===== src/rtl/activation_pipeline_if.sv =====
// activation_pipeline_if
//   Stream bundle for activation_pipeline: input beat handshake and output
//   beat handshake. Lane k of a beat is in_data[k] / out_data[k], which is
//   bits [k*DATA_WIDTH +: DATA_WIDTH] of the flattened vector.
//   modport slave  : the pipeline (consumes in_*, produces out_*)
//   modport master : the producer/consumer around it
interface activation_pipeline_if #(
    parameter int NUM_CHANNELS = 4,
    parameter int DATA_WIDTH   = 16
);
    logic                                    in_valid;
    logic                                    in_ready;
    logic [NUM_CHANNELS-1:0][DATA_WIDTH-1:0] in_data;
    logic                                    out_valid;
    logic                                    out_ready;
    logic [NUM_CHANNELS-1:0][DATA_WIDTH-1:0] out_data;

    modport master (
        output in_valid, in_data, out_ready,
        input  in_ready, out_valid, out_data
    );
    modport slave (
        input  in_valid, in_data, out_ready,
        output in_ready, out_valid, out_data
    );
endinterface


===== src/rtl/activation_pipeline.sv =====
// activation_pipeline
//   Two-stage, NUM_CHANNELS-wide activation unit (none / relu / leaky relu /
//   clamp) with valid/ready flow control on both sides.
//   S1 captures x and x*alpha plus the beat's mode and clamp bound;
//   S2 selects, shifts, saturates and holds the output.
//   Ports:
//     core_clk, resetn      clock, async active-low reset
//     sel_activation        0 none, 1 relu, 2 leaky relu, 3 clamp
//     leaky_alpha           signed slope, FRAC_WIDTH fractional bits
//     clamp_max             signed upper bound for clamp mode
//     bus (slave)           in_valid/in_ready/in_data, out_valid/out_ready/out_data
//     busy                  any stage holds a beat
//   Build option: ACTIVATION_PIPELINE_SAT_EN saturates the leaky-relu result
//   to the DATA_WIDTH signed range; otherwise it wraps to the low bits.

module activation_pipeline_lane #(
    parameter int DATA_WIDTH = 16,
    parameter int FRAC_WIDTH = 8
) (
    input  logic                         core_clk,
    input  logic                         resetn,
    input  logic                         s1_load,
    input  logic                         s2_load,
    input  logic signed [DATA_WIDTH-1:0] x_in,
    input  logic signed [DATA_WIDTH-1:0] alpha,
    input  logic [1:0]                   mode,   // already registered in S1
    input  logic signed [DATA_WIDTH-1:0] cmax,   // already registered in S1
    output logic [DATA_WIDTH-1:0]        y
);
    localparam int PW = 2 * DATA_WIDTH;

    logic signed [DATA_WIDTH-1:0] x_q;
    logic signed [PW-1:0]         prod_q;
    logic signed [PW-1:0]         shifted;
    logic signed [DATA_WIDTH-1:0] leaky;
    logic signed [DATA_WIDTH-1:0] cmax_pos;
    logic signed [DATA_WIDTH-1:0] y_d;

    always_ff @(posedge core_clk or negedge resetn) begin
        if (!resetn) begin
            x_q    <= '0;
            prod_q <= '0;
        end else if (s1_load) begin
            x_q    <= x_in;
            prod_q <= $signed({{DATA_WIDTH{x_in[DATA_WIDTH-1]}}, x_in})
                    * $signed({{DATA_WIDTH{alpha[DATA_WIDTH-1]}}, alpha});
        end
    end

    // Arithmetic shift: rounds toward minus infinity.
    assign shifted = prod_q >>> FRAC_WIDTH;

`ifdef ACTIVATION_PIPELINE_SAT_EN
    localparam logic signed [PW-1:0] SMAX = {{(DATA_WIDTH+1){1'b0}}, {(DATA_WIDTH-1){1'b1}}};
    localparam logic signed [PW-1:0] SMIN = {{(DATA_WIDTH+1){1'b1}}, {(DATA_WIDTH-1){1'b0}}};
    always_comb begin
        leaky = shifted[DATA_WIDTH-1:0];
        if (shifted > SMAX)      leaky = SMAX[DATA_WIDTH-1:0];
        else if (shifted < SMIN) leaky = SMIN[DATA_WIDTH-1:0];
    end
`else
    assign leaky = shifted[DATA_WIDTH-1:0];
`endif

    // A negative bound clamps every non-negative input to zero.
    assign cmax_pos = cmax[DATA_WIDTH-1] ? '0 : cmax;

    always_comb begin
        y_d = x_q;
        case (mode)
            2'd0:    y_d = x_q;
            2'd1:    y_d = x_q[DATA_WIDTH-1] ? '0 : x_q;
            2'd2:    y_d = x_q[DATA_WIDTH-1] ? leaky : x_q;
            default: y_d = x_q[DATA_WIDTH-1] ? '0 : ((x_q > cmax_pos) ? cmax_pos : x_q);
        endcase
    end

    always_ff @(posedge core_clk or negedge resetn) begin
        if (!resetn)      y <= '0;
        else if (s2_load) y <= y_d;
    end
endmodule

module activation_pipeline #(
    parameter int NUM_CHANNELS = 4,
    parameter int DATA_WIDTH   = 16,
    parameter int FRAC_WIDTH   = 8
) (
    input  logic                  core_clk,
    input  logic                  resetn,
    input  logic [1:0]            sel_activation,
    input  logic [DATA_WIDTH-1:0] leaky_alpha,
    input  logic [DATA_WIDTH-1:0] clamp_max,
    activation_pipeline_if.slave  bus,
    output logic                  busy
);
    logic [2:1]                              vld_pipe;   // [1]=S1, [2]=S2
    logic                                    s2_adv;
    logic                                    accept;
    logic [1:0]                              mode_q;
    logic [DATA_WIDTH-1:0]                   cmax_q;
    logic [NUM_CHANNELS-1:0][DATA_WIDTH-1:0] x_lane;
    logic [NUM_CHANNELS-1:0][DATA_WIDTH-1:0] y_lane;

    // S2 moves when it is empty or draining; S1 can refill whenever it
    // empties in the same edge, so ready never looks at in_valid.
    assign s2_adv        = !vld_pipe[2] || bus.out_ready;
    assign bus.in_ready  = !vld_pipe[1] || s2_adv;
    assign accept        = bus.in_valid && bus.in_ready;
    assign bus.out_valid = vld_pipe[2];
    assign busy          = |vld_pipe;
    assign x_lane        = bus.in_data;
    assign bus.out_data  = y_lane;

    always_ff @(posedge core_clk or negedge resetn) begin
        if (!resetn) begin
            vld_pipe <= '0;
            mode_q   <= '0;
            cmax_q   <= '0;
        end else begin
            if (s2_adv) vld_pipe[2] <= vld_pipe[1];
            if (accept) begin
                vld_pipe[1] <= 1'b1;
                mode_q      <= sel_activation;
                cmax_q      <= clamp_max;
            end else if (s2_adv) begin
                vld_pipe[1] <= 1'b0;
            end
        end
    end

    for (genvar g = 0; g < NUM_CHANNELS; g++) begin : g_lane
        activation_pipeline_lane #(
            .DATA_WIDTH(DATA_WIDTH),
            .FRAC_WIDTH(FRAC_WIDTH)
        ) u_lane (
            .core_clk(core_clk),
            .resetn  (resetn),
            .s1_load (accept),
            .s2_load (vld_pipe[1] && s2_adv),
            .x_in    (x_lane[g]),
            .alpha   (leaky_alpha),
            .mode    (mode_q),
            .cmax    (cmax_q),
            .y       (y_lane[g])
        );
    end
endmodule


===== src/flat_wrapper.sv =====
// flat-port wrapper written by rule: the top's interface ports become plain ports
module activation_pipeline_flat 
#(
    parameter int NUM_CHANNELS = 4,
    parameter int DATA_WIDTH   = 16,
    parameter int FRAC_WIDTH   = 8
)
  (core_clk, resetn, sel_activation, leaky_alpha, clamp_max, busy, bus_in_valid, bus_in_data, bus_out_ready, bus_in_ready, bus_out_valid, bus_out_data);
  activation_pipeline_if #(.NUM_CHANNELS(NUM_CHANNELS), .DATA_WIDTH(DATA_WIDTH)) bus_i ();
  input  logic core_clk;
  input  logic resetn;
  input  logic [1:0] sel_activation;
  input  logic [DATA_WIDTH-1:0] leaky_alpha;
  input  logic [DATA_WIDTH-1:0] clamp_max;
  output logic busy;
  input wire logic [$bits(bus_i.in_valid)-1:0] bus_in_valid;
  input wire logic [$bits(bus_i.in_data)-1:0] bus_in_data;
  input wire logic [$bits(bus_i.out_ready)-1:0] bus_out_ready;
  output wire logic [$bits(bus_i.in_ready)-1:0] bus_in_ready;
  output wire logic [$bits(bus_i.out_valid)-1:0] bus_out_valid;
  output wire logic [$bits(bus_i.out_data)-1:0] bus_out_data;
  assign bus_i.in_valid = bus_in_valid;
  assign bus_i.in_data = bus_in_data;
  assign bus_i.out_ready = bus_out_ready;
  assign bus_in_ready = bus_i.in_ready;
  assign bus_out_valid = bus_i.out_valid;
  assign bus_out_data = bus_i.out_data;
  activation_pipeline #(.NUM_CHANNELS(NUM_CHANNELS), .DATA_WIDTH(DATA_WIDTH), .FRAC_WIDTH(FRAC_WIDTH)) u_core (.core_clk(core_clk), .resetn(resetn), .sel_activation(sel_activation), .leaky_alpha(leaky_alpha), .clamp_max(clamp_max), .bus(bus_i), .busy(busy));
endmodule

===== config.mk =====
export PLATFORM = sky130hd
export DESIGN_NAME = activation_pipeline_flat
export DESIGN_NICKNAME = d
export VERILOG_FILES = /design/src/rtl/activation_pipeline_if.sv /design/src/rtl/activation_pipeline.sv /design/src/flat_wrapper.sv
export SDC_FILE = /design/constraint.sdc
export NUM_CORES = 2
export LEC_CHECK = 0
export BUFFER_PORTS_ARGS = -buffer_cell sky130_fd_sc_hd__buf_4
export CAP_MARGIN = 10
export CORE_MARGIN = 1.5
export CORE_UTILIZATION = 55
export DETAILED_ROUTE_END_ITERATION = 10
export GPL_ROUTABILITY_DRIVEN = 0
export GPL_TIMING_DRIVEN = 0
export MAX_ROUTING_LAYER = met4
export PLACE_DENSITY = 0.72
export SLEW_MARGIN = 20
export SYNTH_ARGS = -nofsm -noshare
export SYNTH_HDL_FRONTEND = slang
export SYNTH_SLANG_ARGS = --single-unit

===== constraint.sdc =====
create_clock -name core_clk -period 3.6 [get_ports core_clk]
set_input_delay 0.18 -clock core_clk [delete_from_list [all_inputs] [get_ports core_clk]]
set_output_delay 0.18 -clock core_clk [all_outputs]
set_load 0.05 [all_outputs]

==> impl_metrics.csv, run 1 <==
group,metric,value,unit
synthesis,async_flop_share,1.00,
synthesis,yosysWarnings,0,
clock_network,cts_buffers,19,
grt,grt_pass1_vias,34900,
synthesis,synth_ff_type,"dfrtp_1",
synthesis,post_synth_mux_area_share,0.000837,
floorplanning,rows,99,
floorplanning,die_h,274,um
synthesis,ys_seq_elements,212,
synthesis,yosys-top-cells-area,"fa_1, dfrtp_1, ha_1, inv_1, nand2_1",
place,io_buffers,155,
synthesis,yosysSeqAreaShare,0.131,
floorplanning,die_width,274,um
floorplanning,io-pin-count,169,
synthesis,ys_types,69,
floorplanning,start_util,0.554,
synthesis,synth-compound-area-share,0.0667,
outcome,failed_stage,"detailed routing",
grt,grt_pass1_wl,211,mm
clock_network,htreeDepth,1,
outcome,stop_error,"[ERROR DRT-0255] Maze Route cannot find path of net core_clk in worker of routeBox ( 241500 96600 ) ( 273850 144900 ).",
synthesis,synth_top_area_cell,"fa_1",
synthesis,synth_area,40300,um2
place,dpl.hpwl,109,mm
synthesis,synthSimpleGateAreaFrac,0.180,
clock_network,clockRootBuffer,"clkbuf_16",
grt,grt_usage,0.392,
outcome,status,"aborted with a tool error",
timing,worst_endpoint_kind,"register input",
clock_network,clock_path_buffers,3,
synthesis,syn_avg_cell_area,8.68,um2
clock_network,cts_sinks,212,
timing,worst_endpoint,"u_core.g_lane[0].u_lane.prod_q[23]$_DFFE_PN0P_/D",
place,place_ws,-3.40,ns
synthesis,syn_nets,5835,
grt,grt_max_degree,76,
synthesis,synthXorXnorAreaFrac,0.0303,
synthesis,synth-edff-count,0,
grt,grt-ovfl-total,0,
synthesis,synth-adder-area-share,0.475,
synthesis,syn_inst,4649,
synthesis,yosysTopAreaCellShare,0.369,
grt,antenna_found_initial,14,
synthesis,synth_top_family_by_area,"adder cells",
## layer usage
layer and track usage:
met5 -, met4 0.215, met1 0.506, met2 0.559, met3 0.111
## what timing repair did
action,CTS,global route
endpoints found under the setup margin,95,104
hold endpoints to repair,100,0
buffers inserted,77,96
pin swaps,102,169
gates cloned,7,1
resized for setup,450,312
hold buffers,27,0
## kinds of logic after synthesis
| group | count (synthesis) |
|---|---|
| adders and majority gates | 1084 |
| and+or+nand+nor | 1534 |
| xor gates and xnor gates | 138 |
| AOI/OAI and AO/OA | 436 |
| DFF | 212 |
| muxes | 3 |
| buffers and inverters | 1242 |
## cells in the mapped netlist, types with 22 or more instances
library cell / count
nor2_1: 95
a21oi_1: 112
fa_1: 744
o21a_1: 22
nand2b_1: 24
nand4_1: 38
inv_1: 1002
nand3_1: 37
xor2_1: 28
nand2_1: 820
xnor2_1: 109
ha_1: 340
clkbuf_1: 230
a21o_1: 29
and2_1: 439
o21ai_0: 145
nor2b_1: 24
dfrtp_1: 212
## through the flow
stage	std cells	TNS [ns]	utilization	cell area [um2]
2_1_floorplan	4649	-76.65	-	41300
4_1_cts	5901	-72.45	0.651	47400
3_5_place_dp	5765	-148.89	0.601	43800
5_1_grt	6003	-87.69	0.679	49400
3_3_place_gp	5763	-145.69	0.600	43700
==> run 2, diff against run 1 <==
- CORE_UTILIZATION: 55 -> 40
- MAX_ROUTING_LAYER: met4 -> default
- PLACE_DENSITY: 0.72 -> default
- PLACE_DENSITY_LB_ADDON: default -> 0.15
==> impl_metrics.csv, run 2 <==
group,metric,value,unit
floorplanning,start_util,0.403,
setup_path,critPathMostFrequentCell,"fa_1",
hold_path,min-delay-start,"bus_in_data[30]",
timing,fin_skew,0.0115,ns
drt,dr.pass1.iters,7,
outcome,violations,"setup timing",
grt,grt-ovfl-total,0,
synthesis,syn_inst,4649,
grt,grt_pass1_wl,225,mm
synthesis,syn_avg_cell_area,8.68,um2
setup_path,crit_family,"adder cells",
layout,most-common-layout-cells,"inv_1, nand2_1, fa_1",
timing,setup_violations,64,
timing,fin_crit_sh,1.46,
setup_path,critPathBufInv,9,
floorplanning,rows,116,
timing,setup_ws,-1.67,ns
layout,syn2layout_area_growth,25.2,%
layout,layout_commonest_cell,"inv_1",
drt,routed_wl,151,mm
timing,slew-limit-headroom,0.244,
synthesis,ys_top_cells_by_count,"inv_1, nand2_1, fa_1",
clock_network,cts_buffers,20,
synthesis,ys_seq_elements,212,
timing,setup_tns,-75.12,ns
clock_network,cts_tree,"done",
layout,drive_gt1_frac,0.184,
clock_network,htreeDepth,1,
setup_path,start_kind,"input port",
synthesis,synth_area,40300,um2
place,dpl.hpwl,120,mm
synthesis,synth_ff_type,"dfrtp_1",
hold_path,min_to,"u_core.g_lane[1].u_lane.x_q[14]",
clock_network,clock_path_buffers,3,
grt,grt_usage,0.296,
timing,rsz0062_at_grt,"yes",
setup_path,critPathSlowestCell,"fa_1",
setup_path,reg2reg_setup_slack,0.11,ns
timing,hold_violations,0,
floorplanning,die_area,103000,um2
setup_path,required,3.99,ns
synthesis,yosysSeqAreaShare,0.131,
hold_path,holdPathStages,3,
drt,routed_via_density,5.25,
place,io_buffers,155,
floorplanning,core_area,100000,um2
grt,grt_pass1_vias,34600,
timing,drv_slew,0,
grt,antenna_found_initial,16,
synthesis,yosys-top-cells-area,"fa_1, dfrtp_1, ha_1, inv_1, nand2_1",
setup_path,arrival,5.66,ns
setup_path,reg2reg_depth,11,
setup_path,path_class,"in2reg",
clock_network,cts_sinks,212,
synthesis,synth_top_area_cell,"fa_1",
setup_path,r2r-start,"u_core.cmax_q[15]",
drt,antenna_left,0,
outcome,status,"complete, but fails checks",
setup_path,crit_path_end_kind,"flop",
synthesis,yosysWarnings,0,
timing,worst_pin_slew,1.13,ns
layout,nets,6221,
drt,via_count,33400,
layout,finish.utilization,0.505,
synthesis,async_flop_share,1.00,
hold_path,min_path_type,"in2reg",
drt,routedWlPerCell,23.8,um
drt,drc,0,
synthesis,ys_types,69,
timing,fmax,0.190,GHz
layout,top_regs,"u_core.g_lane.u_lane.prod_q: 64 flops, u_core.g_lane.u_lane.x_q: 64 flops, u_core.g_lane.u_lane.y: 64 flops",
drt,drtIter0Drc,2701,
floorplanning,die_width,321,um
synthesis,post-synth-top-count-cell,"inv_1",
clock_network,clockRootBuffer,"clkbuf_16",
setup_path,max_stage_delay,0.54,ns
clock_network,insertion_delay,0.52,ns
setup_path,cp_max_fo,7,
floorplanning,io-pin-count,169,
timing,fin_crit,5.27,ns
floorplanning,die_h,321,um
job,drv_cap,0,
synthesis,syn_nets,5835,
grt,grt_max_degree,82,
synthesis,synth-edff-count,0,
setup_path,r2r_end,"u_core.g_lane[2].u_lane.y[5]",
clock_network,clk_pin_slew_worst_paths,0.07,ns
synthesis,yosysTopAreaCellShare,0.369,
==> run 2: cell counts after synthesis <==
No cell type changed its count.
==> run 2: stage by stage <==
step / worst slack, ns / instances / cell area [um2] / hold WS, ns
after detailed placement: -3.61 / 6104 / 44200 / 0.211
after CTS: -1.65 / 6273 / 48800 / 0.00132
final: -1.67 / 6353 / 50500 / 0.0442
after global placement: -3.64 / 6102 / 44100 / 0.372
after global routing: -1.83 / 6347 / 50500 / 0.0360
after floorplan: -1.88 / 4649 / 41300 / -0.116
==> run 2: area by class of cell <==
cell class                      instances  area, um2
Sequential cell                       212       5310
Clock buffer                           25        561
Clock inverter                         11        151
Multi-Input combinational cell       3195      32800
Fill cell                            9475      49500
Timing Repair Buffer                  374       3450
Inverter                             1002       3770
Buffer                                230       2850
Antenna cell                            6       15.0
Tap cell                             1298       1620
==> run 2: how the worst max path moves through the flow <==
stage | from | to | slack (ns) | cells after the start
final | leaky_alpha[4] | u_core.g_lane[3].u_lane.prod_q[21] | -1.67 | 25
after global routing | leaky_alpha[4] | u_core.g_lane[3].u_lane.prod_q[21] | -1.83 | 25
after CTS | leaky_alpha[4] | u_core.g_lane[1].u_lane.prod_q[23] | -1.65 | 22
after detailed placement | leaky_alpha[13] | u_core.g_lane[0].u_lane.prod_q[23] | -3.61 | 20
after global placement | leaky_alpha[10] | u_core.g_lane[0].u_lane.prod_q[23] | -3.64 | 24
after floorplan | leaky_alpha[4] | u_core.g_lane[1].u_lane.prod_q[23] | -1.88 | 22
==> run 2: routing by layer <==
layer | routed length (um) | global-route usage | vias up | share of wire
met5 | 125 | 0 | - | 0.00083
li1 | - | - | 14800 | -
met1 | 65600 | 0.420 | 16900 | 0.43
met4 | 6590 | 0.0992 | 20 | 0.043
met3 | 13100 | 0.0499 | 292 | 0.087
met2 | 66000 | 0.459 | 1361 | 0.44
==> run 2: timing repair <==
item	in CTS	in global routing
buffers inserted	104	75
hold buffers	31	3
resized for setup	555	318
endpoints found under the hold margin	109	3
pin swaps	124	170
gates cloned	5	2
endpoints found under the setup margin	114	107
==> run 2: kinds of logic (layout without fill, tap and decap cells) <==
group                    count (synthesis)  count (layout)  synth area share
AO/OA/AOI/OAI                          436             436            0.0667
AND/OR/NAND/NOR                       1534            1534             0.180
other                                    0               6                 0
XOR/XNOR                               138             138            0.0303
buffers and inverters                 1242            1642             0.116
multiplexers                             3               3          0.000837
adder cells (fa/ha/maj)               1084            1084             0.475
flip-flops                             212             212             0.131
==> run 2: worst reg2reg max path: stages, from the launching register on <==
cell and delay (ns):
dfrtp_2 0.49, clkbuf_4 0.25, nor2b_1 0.42, inv_2 0.24, ha_1 0.35, o21a_1 0.12, o21ai_0 0.10, a2111oi_1 0.46
a211o_1 0.32, a21bo_2 0.26, buf_2 0.26, o22ai_1 0.11
Power of run 2 is not shown: default switching activity piles up to over one toggle a cycle in this logic, so the estimate is an artifact.
